### config.mk
export PLATFORM = sky130hd
export DESIGN_NAME = pc_predict
export DESIGN_NICKNAME = d
export VERILOG_FILES = /design/src/rtl/pc_predict.sv
export SDC_FILE = /design/constraint.sdc
export NUM_CORES = 1
export LEC_CHECK = 0
export BUFFER_PORTS_ARGS = -buffer_cell sky130_fd_sc_hd__buf_2
export CELL_PAD_IN_SITES_DETAIL_PLACEMENT = 1
export CELL_PAD_IN_SITES_GLOBAL_PLACEMENT = 1
export CORE_UTILIZATION = 49
export DETAILED_ROUTE_END_ITERATION = 6
export GPL_TIMING_DRIVEN = 0
export PLACE_DENSITY = 0.8
export RECOVER_POWER = 50
export REMOVE_ABC_BUFFERS = 1
export SYNTH_ARGS = -nofsm -noshare
export SYNTH_HDL_FRONTEND = slang
export SYNTH_SLANG_ARGS = --single-unit
### constraint.sdc
create_clock -name clk_i -period 8.8 [get_ports clk_i]
set_input_delay 0.88 -clock clk_i [delete_from_list [all_inputs] [get_ports clk_i]]
set_output_delay 0.88 -clock clk_i [all_outputs]
set_load 0.02 [all_outputs]
### src/rtl/pc_predict.sv
// Fetch-PC predictor for a Y86-64 pipeline: predicts taken jumps, tracks calls
// on a circular return-address stack, and parks on RET misses and HALT.
module pc_predict #(
  parameter int unsigned       ADDR_W    = 64,
  parameter int unsigned       RAS_DEPTH = 8,
  parameter logic [ADDR_W-1:0] RESET_PC  = '0
) (
  input  logic                           clk_i,
  input  logic                           rst_n_i,
  input  logic                           f_valid_i,
  input  logic [3:0]                     f_icode_i,
  input  logic [ADDR_W-1:0]              f_valC_i,
  input  logic [ADDR_W-1:0]              f_valP_i,
  input  logic                           stall_i,
  input  logic                           redirect_i,
  input  logic [ADDR_W-1:0]              redirect_pc_i,
  input  logic                           w_ret_i,
  input  logic [ADDR_W-1:0]              w_valM_i,
  output logic [ADDR_W-1:0]              pc_o,
  output logic                           halted_o,
  output logic                           ret_wait_o,
  output logic [$clog2(RAS_DEPTH):0]     ras_count_o
);

  localparam int unsigned      PTR_W    = $clog2(RAS_DEPTH);
  localparam int unsigned      CNT_W    = PTR_W + 1;
  localparam logic [CNT_W-1:0] CNT_FULL = CNT_W'(RAS_DEPTH);

  // Y86-64 instruction codes
  localparam logic [3:0] I_HALT = 4'h0;
  localparam logic [3:0] I_JXX  = 4'h7;
  localparam logic [3:0] I_CALL = 4'h8;
  localparam logic [3:0] I_RET  = 4'h9;

  if (RAS_DEPTH < 2 || (RAS_DEPTH & (RAS_DEPTH - 1)) != 0) begin : g_bad_depth
    $error("pc_predict: RAS_DEPTH must be a power of two and at least 2");
  end

  typedef enum logic [1:0] {
    ST_RUN      = 2'd0,
    ST_WAIT_RET = 2'd1,
    ST_HALT     = 2'd2
  } state_e;

  state_e             state_q, state_d;
  logic [ADDR_W-1:0]  pc_q, pc_d;
  logic [CNT_W-1:0]   cnt_q, cnt_d;
  logic [PTR_W-1:0]   top_q, top_d;   // next free slot; newest entry sits at top_q-1
  logic               push, pop;
  logic [ADDR_W-1:0]  ras_q [RAS_DEPTH];
  logic [ADDR_W-1:0]  ras_top;

  assign ras_top = ras_q[top_q - PTR_W'(1)];

  // Next state, next PC and stack requests
  always_comb begin
    // NOTE: every output of this block gets a default first so no path can infer a latch.
    state_d = state_q;
    pc_d    = pc_q;
    push    = 1'b0;
    pop     = 1'b0;

    if (redirect_i) begin
      pc_d    = redirect_pc_i;
      state_d = ST_RUN;
    end else begin
      unique case (state_q)
        ST_WAIT_RET: begin
          if (w_ret_i) begin
            pc_d    = w_valM_i;
            state_d = ST_RUN;
          end
        end
        ST_HALT: ;
        default: begin
          if (f_valid_i && !stall_i) begin
            unique case (f_icode_i)
              I_HALT: state_d = ST_HALT;
              I_JXX:  pc_d    = f_valC_i;
              I_CALL: begin
                pc_d = f_valC_i;
                push = 1'b1;
              end
              I_RET: begin
                if (cnt_q != '0) begin
                  pc_d = ras_top;
                  pop  = 1'b1;
                end else begin
                  state_d = ST_WAIT_RET;
                end
              end
              default: pc_d = f_valP_i;
            endcase
          end
        end
      endcase
    end
  end

  // Stack bookkeeping; a push into a full stack silently drops the oldest entry
  always_comb begin
    top_d = top_q;
    cnt_d = cnt_q;
    if (push) begin
      top_d = top_q + PTR_W'(1);
      if (cnt_q != CNT_FULL) cnt_d = cnt_q + CNT_W'(1);
    end else if (pop) begin
      top_d = top_q - PTR_W'(1);
      cnt_d = cnt_q - CNT_W'(1);
    end
  end

  always_ff @(posedge clk_i or negedge rst_n_i) begin
    if (!rst_n_i) begin
      state_q <= ST_RUN;
      pc_q    <= RESET_PC;
      cnt_q   <= '0;
      top_q   <= '0;
    end else begin
      // NOTE: sequential state uses non-blocking assignments so every register samples pre-edge values.
      state_q <= state_d;
      pc_q    <= pc_d;
      cnt_q   <= cnt_d;
      top_q   <= top_d;
    end
  end

  // NOTE: stack storage has no reset; entries are only read when cnt_q says they are valid.
  always_ff @(posedge clk_i) begin
    if (push) ras_q[top_q] <= f_valP_i;
  end

  assign pc_o        = pc_q;
  assign halted_o    = (state_q == ST_HALT);
  assign ret_wait_o  = (state_q == ST_WAIT_RET);
  assign ras_count_o = cnt_q;

endmodule
==> summary.txt <==
Critical path
  • WP data arrival: ~4.5 ns
  • Most numerous cell on the critical path: clkbuf_1
  • Worst Path Max Fanout: 44
  • Path type of the worst setup path: in -> async
  • Buf+Inv Stages, Crit Path: 2
  • Worst path cell trace: clkbuf_1 > clkbuf_1
  • Crit-path slowest cell: clkbuf_1
  • FF-to-FF Start: top_q[0]
  • Worst R2R Path Depth: 9
  • RR Endpoint: pc_o[49]
  • R2R Setup Slk: between 4 and 5 ns
  • Startpoint type of the worst setup path: input pin
  • Critical Path Max Stage Delay: between 2 and 2.5 ns
  • Worst setup EP type: async pin
  • Worst path top cell family by delay: buffers and inverters
  • Required @ worst endpoint: 8.52 ns

Global route
  • Grt total ovfl: 0
  • Initial antenna violation count: 10
  • Largest net degree at the start of global routing: 76
  • First-pass GRT wire length: 111 mm
  • Vias in the first global route: 17700
  • Tot GR Track Use: 0.282

Layout
  • Fill cells: around 4700
  • Multi-input gate area: approximately 0.007 sq mm
  • Layout overhead on the synthesized area: 20.5%
  • Layout cell share with drive strength beyond 1: 0.290
  • # nets final: between 2000 and 2500
  • FF/Latch Area: around 0.017 sq mm

Detailed routing
  • First DRT Iteration DRCs: approximately 1600
  • Post-route antenna net violation count: 0
  • Post-route DRC: 0
  • Final WL: ~74 mm
  • WL per Instance: slightly below 30 um
  • Vias/cell: 6.42
  • DR pass1 iterations: 5
  • Vias post-DR: between 15000 and 20000

Logic synthesis
  • Syn_area_per_cell: around 17 sq um
  • Share of flip-flops with an asynchronous set or reset: 0.125
  • Cell count after synthesis: 1488
  • Sequential area share after synthesis: 0.688
  • Synth cell types: 40
  • Top FF cell, synth: edfxtp_1
  • Warnings, synthesis: 0
  • Synth Cell Area: 0.0250 sq mm
  • Yosys reg bits: 585
  • Post-synth EDFFs: 512

STA
  • Worst slew margin: -0.884
  • Period utilization: 0.543
  • Final setup fails: 0
  • Worst Tran Pin Value: ~2.8 ns
  • RSZ-0062 raised after global routing: no
  • Fin Setup TNS: 0 ns
  • Min Tclk post-route: approximately 4.8 ns
  • Final Hold Vio Count: 0
  • Worst-case clock skew: around 0.015 ns
  • Final hold slack: ~0.5 ns
  • Pins Over Slew Limit: 76
  • FMAX: ~0.21 GHz

Place
  • GPL Wtd Cong: 0.743
  • PortBufs: between 300 and 400
  • Post-DP HPWL: ~46 mm

Clock tree
  • Hold bufs inserted after CTS: 0
  • Worst-case clock buffer depth: 3
  • Root buf cell: clkbuf_16
  • Post-CTS setup buffers: 0
  • Sink Count: 585
  • Worst skew pair latency: just over 0.6 ns
  • Post-CTS Resized: 0
  • Htree depth: 2
  • CTS tree: yes
  • Inserted Clock Buffers: 60
  • CTS clk-pin slew, worst paths: around 0.06 ns

Pwr
  • Peak supply drop: approximately 0.22 mV
  • Overall Power: a little under 8 mW
  • LEAKAGE: ~11 nW
  • PD cells: 256 mW/mm^2

Flow run
  • Max Cap Violations: 2

Status
  • Failing checks: capacitance limit, slew limit
  • Outcome: complete, but fails checks

Hold path
  • Hold path endpoint: pc_o[25]
  • Min-delay src: pc_o[25]
  • Hold Path Depth: 2
  • Class of the worst hold path: reg -> reg

Floorplanning
  • # IOs: roughly 340
  • Die Footprint: between 0.05 and 0.06 sq mm
  • Width of the die: between 200 and 250 um
  • Core footprint: a little over 0.05 sq mm
  • # rows: about 80
  • Die height: approximately 230 um
  • Initial Util: 0.497
==> cells in the final DEF, fill, tap and decap left out, types with 6 or more instances in the layout <==
| master | synthesis | routed |
|---|---|---|
| diode_2 | 0 | 8 |
| buf_12 | 0 | 15 |
| buf_4 | 0 | 14 |
| buf_8 | 0 | 9 |
| dfrtp_1 | 73 | 72 |
| bufinv_16 | 0 | 6 |
| clkinv_2 | 0 | 11 |
| buf_6 | 8 | 25 |
| buf_16 | 0 | 13 |
| edfxtp_1 | 512 | 512 |
| a211oi_1 | 64 | 64 |
| clkbuf_16 | 0 | 61 |
| o22ai_1 | 64 | 63 |
| a22oi_1 | 128 | 128 |
| o21ai_1 | 60 | 60 |
| clkbuf_8 | 0 | 9 |
| mux4_2 | 128 | 128 |
| inv_1 | 133 | 133 |
| buf_2 | 30 | 232 |
| o21ai_0 | 6 | 6 |
| clkbuf_1 | 75 | 120 |
| a211o_1 | 64 | 64 |
| nand2_1 | 9 | 9 |
| a221o_1 | 64 | 64 |
==> where the power goes <==
group          internal, mW  leakage, nW  switching [mW]
Sequential             3.08         5.46          0.0949
Clock                  1.52        0.975            1.06
Combinational         0.931         4.37            1.02
==> worst max path at each step <==
stage | from | end | slack, ns | depth (start not counted)
global placement | top_q[0] | ras_q[0][6] | -18.28 | 1
floorplan | top_q[0] | ras_q[0][0] | -3.21 | 1
finish | rst_n_i | top_q[0] | 4.02 | 2
CTS | redirect_i | ras_q[1][45] | 4.74 | 11
detailed placement | redirect_i | ras_q[1][6] | 4.15 | 11
global route | rst_n_i | top_q[0] | 3.09 | 2
==> cell families (layout without fill, tap and decap cells) <==
group,Yosys count,after routing,share of synthesized area
XOR/XNOR,8,8,0.00280
flip-flops,585,585,0.688
adder cells (fa/ha/maj),7,7,0.00380
AO/OA/AOI/OAI,462,462,0.138
other,0,8,0
buffers and inverters,258,655,0.0426
multiplexers,129,129,0.116
AND/OR/NAND/NOR,39,39,0.00871
==> per-stage QoR <==
step	setup WS [ns]	util	area (sq um)	std cells
after global placement	-18.28	0.536	26900	2371
after global routing	3.09	0.599	30100	2563
after floorplan	-3.21	-	24400	1364
after CTS	4.74	0.602	30300	2557
final	4.02	0.599	30100	2565
after detailed placement	4.15	0.562	28300	2445
==> cell usage after synthesis (2+ instances only) <==
library cell  number  area share
inv_1            133       0.020
and3_1             3     0.00075
buf_6              8      0.0036
nand2b_1           2     0.00050
or2_2              2     0.00050
nand2_1            9      0.0014
buf_2             30      0.0060
or3_1              2     0.00050
o21ai_1           60       0.012
o211ai_1           2     0.00060
mux4_2           128        0.12
a221o_1           64       0.026
dfrtp_1           73       0.073
o21ai_0            6      0.0012
o22ai_1           64       0.016
nor3_1             6      0.0012
a211o_1           64       0.022
clkbuf_1          75       0.011
a211oi_1          64       0.019
xnor2_1            5      0.0018
a21oi_1            6      0.0012
a22oi_1          128       0.038
xor2_1             3      0.0011
ha_1               6      0.0030
nor4_1             4      0.0010
edfxtp_1         512        0.62
buf_1             11      0.0017
nor2_1             6     0.00090
==> layer usage <==
metal | global-route usage | share of wire | vias to the layer above
li1 | - | - | 6842
met2 | 0.478 | 0.51 | 906
met4 | 0.118 | 0.029 | 6
met3 | 0.0419 | 0.074 | 164
met1 | 0.367 | 0.38 | 8542
met5 | 0 | 0.00046 | -
==> area by class of cell <==
cell class                      count  area share
Antenna cell                        8    0.000665
Clock buffer                       89      0.0572
Timing Repair Buffer              409      0.0903
Clock inverter                     23     0.00868
Sequential cell                   585       0.571
Inverter                          134      0.0167
Tap cell                          672      0.0279
Multi-Input combinational cell    645       0.227
==> sequential cells by signal, summed over array words and instances, names as in the netlist <==
signal and count:
state_q 2, top_q 3, ras_q 512, ras_count_o 4, pc_o 64
(Power assumes the default switching activity.)
